<file path="config.mk">
export PLATFORM = sky130hd
export DESIGN_NAME = rsp_vote_flat
export DESIGN_NICKNAME = d
export VERILOG_FILES = /design/src/rtl/puf_pkg.sv /design/src/rtl/rsp_vote_if.sv /design/src/rtl/rsp_vote_popcnt.sv /design/src/rtl/rsp_vote.sv /design/src/flat_wrapper.sv
export SDC_FILE = /design/constraint.sdc
export NUM_CORES = 1
export LEC_CHECK = 0
export CAP_MARGIN = 20
export CORE_AREA = 5 5 177 179
export DETAILED_ROUTE_END_ITERATION = 10
export DIE_AREA = 0 0 182 184
export PLACE_DENSITY_LB_ADDON = 0.25
export SKIP_LAST_GASP = 1
export SYNTH_ARGS = -nofsm -noshare
export SYNTH_HDL_FRONTEND = slang
export SYNTH_SLANG_ARGS = --single-unit
</file>
<file path="constraint.sdc">
create_clock -name clk -period 14.58 [get_ports clk]
set_clock_uncertainty 0.15 [all_clocks]
set_input_delay 1.458 -clock clk [delete_from_list [all_inputs] [get_ports clk]]
set_output_delay 1.458 -clock clk [all_outputs]
set_load 0.1 [all_outputs]
</file>
<file path="src/rtl/puf_pkg.sv">
// Shared constants for the response-voting block: FSM state encoding and
// default geometry (word width, evaluations per challenge).
package puf_pkg;

  localparam int DEFAULT_DATA_W   = 32;
  localparam int DEFAULT_NUM_EVAL = 15;

  localparam logic [1:0] ST_IDLE    = 2'd0;
  localparam logic [1:0] ST_ACCUM   = 2'd1;
  localparam logic [1:0] ST_COMPUTE = 2'd2;
  localparam logic [1:0] ST_OUT     = 2'd3;

endpackage

</file>
<file path="src/rtl/rsp_vote_if.sv">
// Bundles the sample input stream, the voted-result output stream and the
// run control/status of rsp_vote.
interface rsp_vote_if #(
  parameter int DATA_W = 32
);
  localparam int UC_W = $clog2(DATA_W + 1);

  // Both streams use valid/ready: a transfer happens on a rising clk edge where
  // valid && ready; the producer holds data stable while valid && !ready and
  // never waits on ready before raising valid.
  logic              start;
  logic              in_valid;
  logic [DATA_W-1:0] in_write;
  logic [DATA_W-1:0] in_clean;
  logic              in_ready;
  logic              out_valid;
  logic              out_ready;
  logic [DATA_W-1:0] out_rsp;
  logic [DATA_W-1:0] out_unstable;
  logic [UC_W-1:0]   out_unstable_cnt;
  logic              busy;

  modport master (
    output start, in_valid, in_write, in_clean, out_ready,
    input  in_ready, out_valid, out_rsp, out_unstable, out_unstable_cnt, busy
  );

  modport slave (
    input  start, in_valid, in_write, in_clean, out_ready,
    output in_ready, out_valid, out_rsp, out_unstable, out_unstable_cnt, busy
  );

endinterface

</file>
<file path="src/rtl/rsp_vote_popcnt.sv">
// Purely combinational population count of a DATA_W-bit word.
module popcnt #(
  parameter int DATA_W = 32,
  parameter int CNT_W  = $clog2(DATA_W + 1)
) (
  input  logic [DATA_W-1:0] data_i,
  output logic [CNT_W-1:0]  cnt_o
);

  logic [CNT_W-1:0] acc;

  always_comb begin
    acc = '0;
    for (int i = 0; i < DATA_W; i++) begin
      acc = acc + CNT_W'(data_i[i]);
    end
  end

  assign cnt_o = acc;

endmodule

</file>
<file path="src/rtl/rsp_vote.sv">
// Majority vote over NUM_EVAL (write XOR clean) samples per challenge, with a
// per-bit instability mask and its popcount.
module rsp_vote
  import puf_pkg::*;
#(
  parameter int DATA_W   = DEFAULT_DATA_W,
  parameter int NUM_EVAL = DEFAULT_NUM_EVAL
) (
  input  logic       clk,
  input  logic       rst,
  rsp_vote_if.slave  bus,
  output logic [1:0] dbg_state_o
);

  localparam int CNT_W = $clog2(NUM_EVAL + 1);
  localparam int UC_W  = $clog2(DATA_W + 1);

  logic [1:0]        state_q, state_d;
  logic [CNT_W-1:0]  cnt_q [DATA_W];
  logic [CNT_W-1:0]  cnt_d [DATA_W];
  logic [CNT_W-1:0]  smp_q, smp_d;
  logic [DATA_W-1:0] rsp_q, unst_q;
  logic [UC_W-1:0]   ucnt_q;

  logic [DATA_W-1:0] sample;
  logic              accept;
  logic [DATA_W-1:0] rsp_c, unst_c;
  logic [UC_W-1:0]   ucnt_c;

  assign sample = bus.in_write ^ bus.in_clean;
  assign accept = bus.in_valid && bus.in_ready;

  always_comb begin
    state_d = state_q;
    smp_d   = smp_q;
    cnt_d   = cnt_q;
    case (state_q)
      ST_IDLE: begin
        if (bus.start) begin
          state_d = ST_ACCUM;
          smp_d   = '0;
          for (int i = 0; i < DATA_W; i++) cnt_d[i] = '0;
        end
      end
      ST_ACCUM: begin
        if (accept) begin
          for (int i = 0; i < DATA_W; i++) cnt_d[i] = cnt_q[i] + CNT_W'(sample[i]);
          smp_d = smp_q + CNT_W'(1);
          if (smp_q == CNT_W'(NUM_EVAL - 1)) state_d = ST_COMPUTE;
        end
      end
      ST_COMPUTE: state_d = ST_OUT;
      ST_OUT: begin
        if (bus.out_ready) state_d = ST_IDLE;
      end
      default: state_d = ST_IDLE;
    endcase
  end

  // A bit is stable only when every evaluation agreed (all zero or all one).
  always_comb begin
    rsp_c  = '0;
    unst_c = '0;
    for (int i = 0; i < DATA_W; i++) begin
      rsp_c[i]  = cnt_q[i] > CNT_W'(NUM_EVAL / 2);
      unst_c[i] = (cnt_q[i] != '0) && (cnt_q[i] != CNT_W'(NUM_EVAL));
    end
  end

  popcnt #(
    .DATA_W (DATA_W),
    .CNT_W  (UC_W)
  ) u_popcnt (
    .data_i (unst_c),
    .cnt_o  (ucnt_c)
  );

  always_ff @(posedge clk) begin
    if (rst) begin
      state_q <= ST_IDLE;
      smp_q   <= '0;
      for (int i = 0; i < DATA_W; i++) cnt_q[i] <= '0;
      rsp_q   <= '0;
      unst_q  <= '0;
      ucnt_q  <= '0;
    end else begin
      state_q <= state_d;
      smp_q   <= smp_d;
      cnt_q   <= cnt_d;
      // Results are held outside COMPUTE so IDLE still shows the last vote.
      if (state_q == ST_COMPUTE) begin
        rsp_q  <= rsp_c;
        unst_q <= unst_c;
        ucnt_q <= ucnt_c;
      end
    end
  end

  assign bus.in_ready         = (state_q == ST_ACCUM);
  assign bus.out_valid        = (state_q == ST_OUT);
  assign bus.busy             = (state_q != ST_IDLE);
  assign bus.out_rsp          = rsp_q;
  assign bus.out_unstable     = unst_q;
  assign bus.out_unstable_cnt = ucnt_q;
  assign dbg_state_o          = state_q;

endmodule

</file>
<file path="src/flat_wrapper.sv">
// flat-port wrapper written by rule: the top's interface ports become plain ports
module rsp_vote_flat import puf_pkg::*;
#(
  parameter int DATA_W   = DEFAULT_DATA_W,
  parameter int NUM_EVAL = DEFAULT_NUM_EVAL
)
  (clk, rst, dbg_state_o, bus_start, bus_in_valid, bus_in_write, bus_in_clean, bus_out_ready, bus_in_ready, bus_out_valid, bus_out_rsp, bus_out_unstable, bus_out_unstable_cnt, bus_busy);
  rsp_vote_if #(.DATA_W(DATA_W)) bus_i ();
  input  logic clk;
  input  logic rst;
  output logic [1:0] dbg_state_o;
  input wire logic [$bits(bus_i.start)-1:0] bus_start;
  input wire logic [$bits(bus_i.in_valid)-1:0] bus_in_valid;
  input wire logic [$bits(bus_i.in_write)-1:0] bus_in_write;
  input wire logic [$bits(bus_i.in_clean)-1:0] bus_in_clean;
  input wire logic [$bits(bus_i.out_ready)-1:0] bus_out_ready;
  output wire logic [$bits(bus_i.in_ready)-1:0] bus_in_ready;
  output wire logic [$bits(bus_i.out_valid)-1:0] bus_out_valid;
  output wire logic [$bits(bus_i.out_rsp)-1:0] bus_out_rsp;
  output wire logic [$bits(bus_i.out_unstable)-1:0] bus_out_unstable;
  output wire logic [$bits(bus_i.out_unstable_cnt)-1:0] bus_out_unstable_cnt;
  output wire logic [$bits(bus_i.busy)-1:0] bus_busy;
  assign bus_i.start = bus_start;
  assign bus_i.in_valid = bus_in_valid;
  assign bus_i.in_write = bus_in_write;
  assign bus_i.in_clean = bus_in_clean;
  assign bus_i.out_ready = bus_out_ready;
  assign bus_in_ready = bus_i.in_ready;
  assign bus_out_valid = bus_i.out_valid;
  assign bus_out_rsp = bus_i.out_rsp;
  assign bus_out_unstable = bus_i.out_unstable;
  assign bus_out_unstable_cnt = bus_i.out_unstable_cnt;
  assign bus_busy = bus_i.busy;
  rsp_vote #(.DATA_W(DATA_W), .NUM_EVAL(NUM_EVAL)) u_core (.clk(clk), .rst(rst), .bus(bus_i), .dbg_state_o(dbg_state_o));
endmodule
</file>
==> results_dict.tcl <==
set metrics [dict create \
    stdcell_count 1735 \
    rsz0062_at_grt "no" \
    htree_levels 1 \
    io_buffers 143 \
    final_util 0.484 \
    die_area_sq_um 33500 \
    postPlaceCellArea_sq_um 13500 \
    crit_required_ps 14860 \
    drt_drc_violations_left 0 \
    slew_viol_final 0 \
    die_y_microns 184 \
    internal_power_mw 1.12 \
    synth_top_area_cell "dfxtp_1" \
    switching_share 0.396 \
    synth_edf_count 0 \
    startpoint_type "register" \
    dpl.hpwl_microns 19100 \
    crit_path_cell_trace "or4_1 > nand2_1 > fa_1 > fa_1 > inv_1 > fa_1 > inv_1 > fa_1 > fa_1 > inv_1 > fa_1 > ha_1 > fa_1 > a21o_1 > a2111o_1 > o221ai_1" \
    power_density_nw_per_um2 130 \
    clock_sinks 204 \
    antenna_found_initial 0 \
    cap_violations 0 \
    core-area_sq_um 29400 \
    firstDrtPassIters 5 \
    slew_headroom 0.263 \
    clockRootBuffer "clkbuf_16" \
    nFillCells 2737 \
    drt_iter0_markers 734 \
    layout.nets 1502 \
    synthArstFlopShare 0 \
    grt_pass1_vias 9499 \
    netlist_instances 1264 \
    cts-resized-gates 0 \
    cp.arrival_ps 5920 \
    fin_crit_ps 5640 \
    p_clk_frac 0.313 \
    top_layer "met4" \
    ys_seq_area_frac 0.342 \
    grt_pass1_wl_microns 50000 \
    synth_ff_type "dfxtp_1" \
    final-hold-violation-count 0 \
    post_drt_via_cell_ratio 5.67 \
    ys_warn_count 0 \
    setup_viol 0 \
    p_leak_nw 5.19 \
    grt_overflow_total 0 \
    dieWidth_microns 182 \
    cts_hold_buf 0 \
    synth_top_area_frac 0.342 \
    timing.fmax_mhz 177 \
    ys_types 46 \
    cts_setup_buffers 0 \
    cts_buffers 23 \
    cpMostUsedCell "fa_1" \
    stdcell_area_sq_um 14200 \
    critical_path.max_stage_delay_ps 550 \
    worst_hold_slack_ps 312 \
    route.vias.total 9841 \
    initial_utilization 0.407 \
    fin_crit_sh 0.387 \
    dr_wl_met3_microns 1350 \
    layout_commonest_cell "dfxtp_1" \
    dp_cells 1697 \
    worst_pin_slew_ps 1110 \
    grt_usage 0.177 \
    gp_congestion 0.797 \
    final_cell_mix "dfxtp_1 (204), clkdlybuf4s50_1 (142), nand3_1 (117)" \
    ys_ff_latch 204 \
    syn_to_final_growth_pct 18.9 \
    postRouteAntennaNets 0 \
    path_max_fanout 4 \
    p_sw_mw 0.731 \
    cp_slowest_cell "or4_1" \
    combPwrFrac 0.368 \
    path_buf_inv 3 \
    cts.clk_slew.worst_paths_ps 60 \
    crit_family "adder cells" \
    grt_max_degree 101 \
    min_from "u_core.bus.out_unstable[12]" \
    critPathKind "reg2reg" \
    max-clock-path-buffers 3 \
    drt-met1-wl_microns 14200 \
    finalSetupTns_ps 0 \
    outcome "finished, final reports clean" \
    synth_area_leaders "dfxtp_1 (34%), mux2i_1 (8.5%), ha_1 (8.1%)" \
    syn_area_per_cell_sq_um 9.46 \
    worstHoldPathType "reg2reg" \
    crit_start "u_core.cnt_q[44]" \
    cts_tree "yes" \
    drive_gt1_frac 0.0855 \
    detail_route.wl_per_cell_microns 17.7 \
    diodes 0 \
    endpoint_kind "register" \
    syn-num-nets 1434 \
    wl_met2_microns 14300 \
    io-pin-count 144 \
    num_rows 63 \
    timing.rr.start "u_core.cnt_q[44]" \
    seqPwrFrac 0.319 \
    synth_area_sq_um 12000 \
    wirelength_microns 30800 \
    clock_latency_ps 510 \
    peakVddDrop_mv 0.101 \
]
==> worst reg2reg max path: cells and delay by family, from the launching register on <==
| kind | cells | cell delay (ps) |
|---|---|---|
| adder cells (fa/ha/maj) | 8 | 3540 |
| AO/OA/AOI/OAI | 3 | 690 |
| AND/OR/NAND/NOR | 2 | 680 |
| flip-flops | 1 | 340 |
| buffers and inverters | 3 | 150 |
==> final cells by class <==
| class | instances | area, sq um | share of cell area |
|---|---|---|---|
| Tap cell | 390 | 488 | 0.0343 |
| Timing Repair Buffer | 156 | 1530 | 0.108 |
| Multi-Input combinational cell | 924 | 7290 | 0.513 |
| Clock buffer | 36 | 674 | 0.0474 |
| Sequential cell | 204 | 4080 | 0.287 |
| Inverter | 23 | 86.3 | 0.00607 |
| Clock inverter | 2 | 60.1 | 0.00422 |
==> sequential cells by signal, indices dropped and copies added, names as in the netlist <==
name,count
u_core.smp_q,4
u_core.bus.out_unstable,32
u_core.bus.out_unstable_cnt,6
u_core.dbg_state_o,2
u_core.cnt_q,128
u_core.bus.out_rsp,32
==> metal layers <==
layer	vias up	track usage
met4	0	0.0552
li1	4828	-
met2	196	0.291
met3	50	0.0291
met5	-	0
met1	4767	0.238
==> power by group through the flow <==
stage	Sequential, mW	Clock [mW]	Combinational [mW]
floorplan	0.636	0	0.472
global placement	0.600	0	0.680
detailed placement	0.601	0	0.686
CTS	0.588	0.594	0.688
global route	0.591	0.616	0.740
finish	0.588	0.578	0.680
==> cell usage after synthesis (2+ instances only) <==
| library cell | count |
|---|---|
| or3b_1 | 28 |
| inv_1 | 22 |
| nand4_1 | 19 |
| nand3_1 | 117 |
| nor2b_1 | 16 |
| nor4_2 | 24 |
| dfxtp_1 | 204 |
| nand3b_1 | 67 |
| ha_1 | 77 |
| nor4_1 | 23 |
| mux2i_1 | 102 |
| o21ai_0 | 2 |
| nand2b_1 | 17 |
| a21oi_1 | 86 |
| or4_1 | 20 |
| or3b_2 | 38 |
| nand2_1 | 42 |
| and4_1 | 13 |
| buf_6 | 6 |
| nor4b_1 | 32 |
| fa_1 | 24 |
| o31ai_1 | 78 |
| clkbuf_1 | 56 |
| a21o_1 | 2 |
| nor2_1 | 49 |
| xor2_1 | 32 |
| buf_2 | 49 |
==> worst paths after layout <==
check | to | slack, ps | depth (start not counted)
setup / recovery | u_core.bus.out_unstable_cnt[4] | 8940 | 16
hold / removal | u_core.bus.out_unstable[12] | 310 | 2
setup reg to reg | u_core.bus.out_unstable_cnt[4] | 8940 | 16
hold reg to reg | u_core.bus.out_unstable[12] | 310 | 2
==> logic make-up after synthesis <==
family          share of synthesized area
xor+xnor                           0.0242
fa+ha+maj                           0.121
simple gates                        0.283
buf+inv                            0.0519
flops                               0.342
compound gates                     0.0927
mux                                0.0854
==> stage by stage <==
step                      worst slack, ps  power, mW
after CTS                            8900       1.87
after floorplan                      9250       1.11
final                                8940       1.85
after global routing                 8740       1.95
after detailed placement             8950       1.29
after global placement               9020       1.28
No activity file was read; power rests on OpenSTA's default activity.
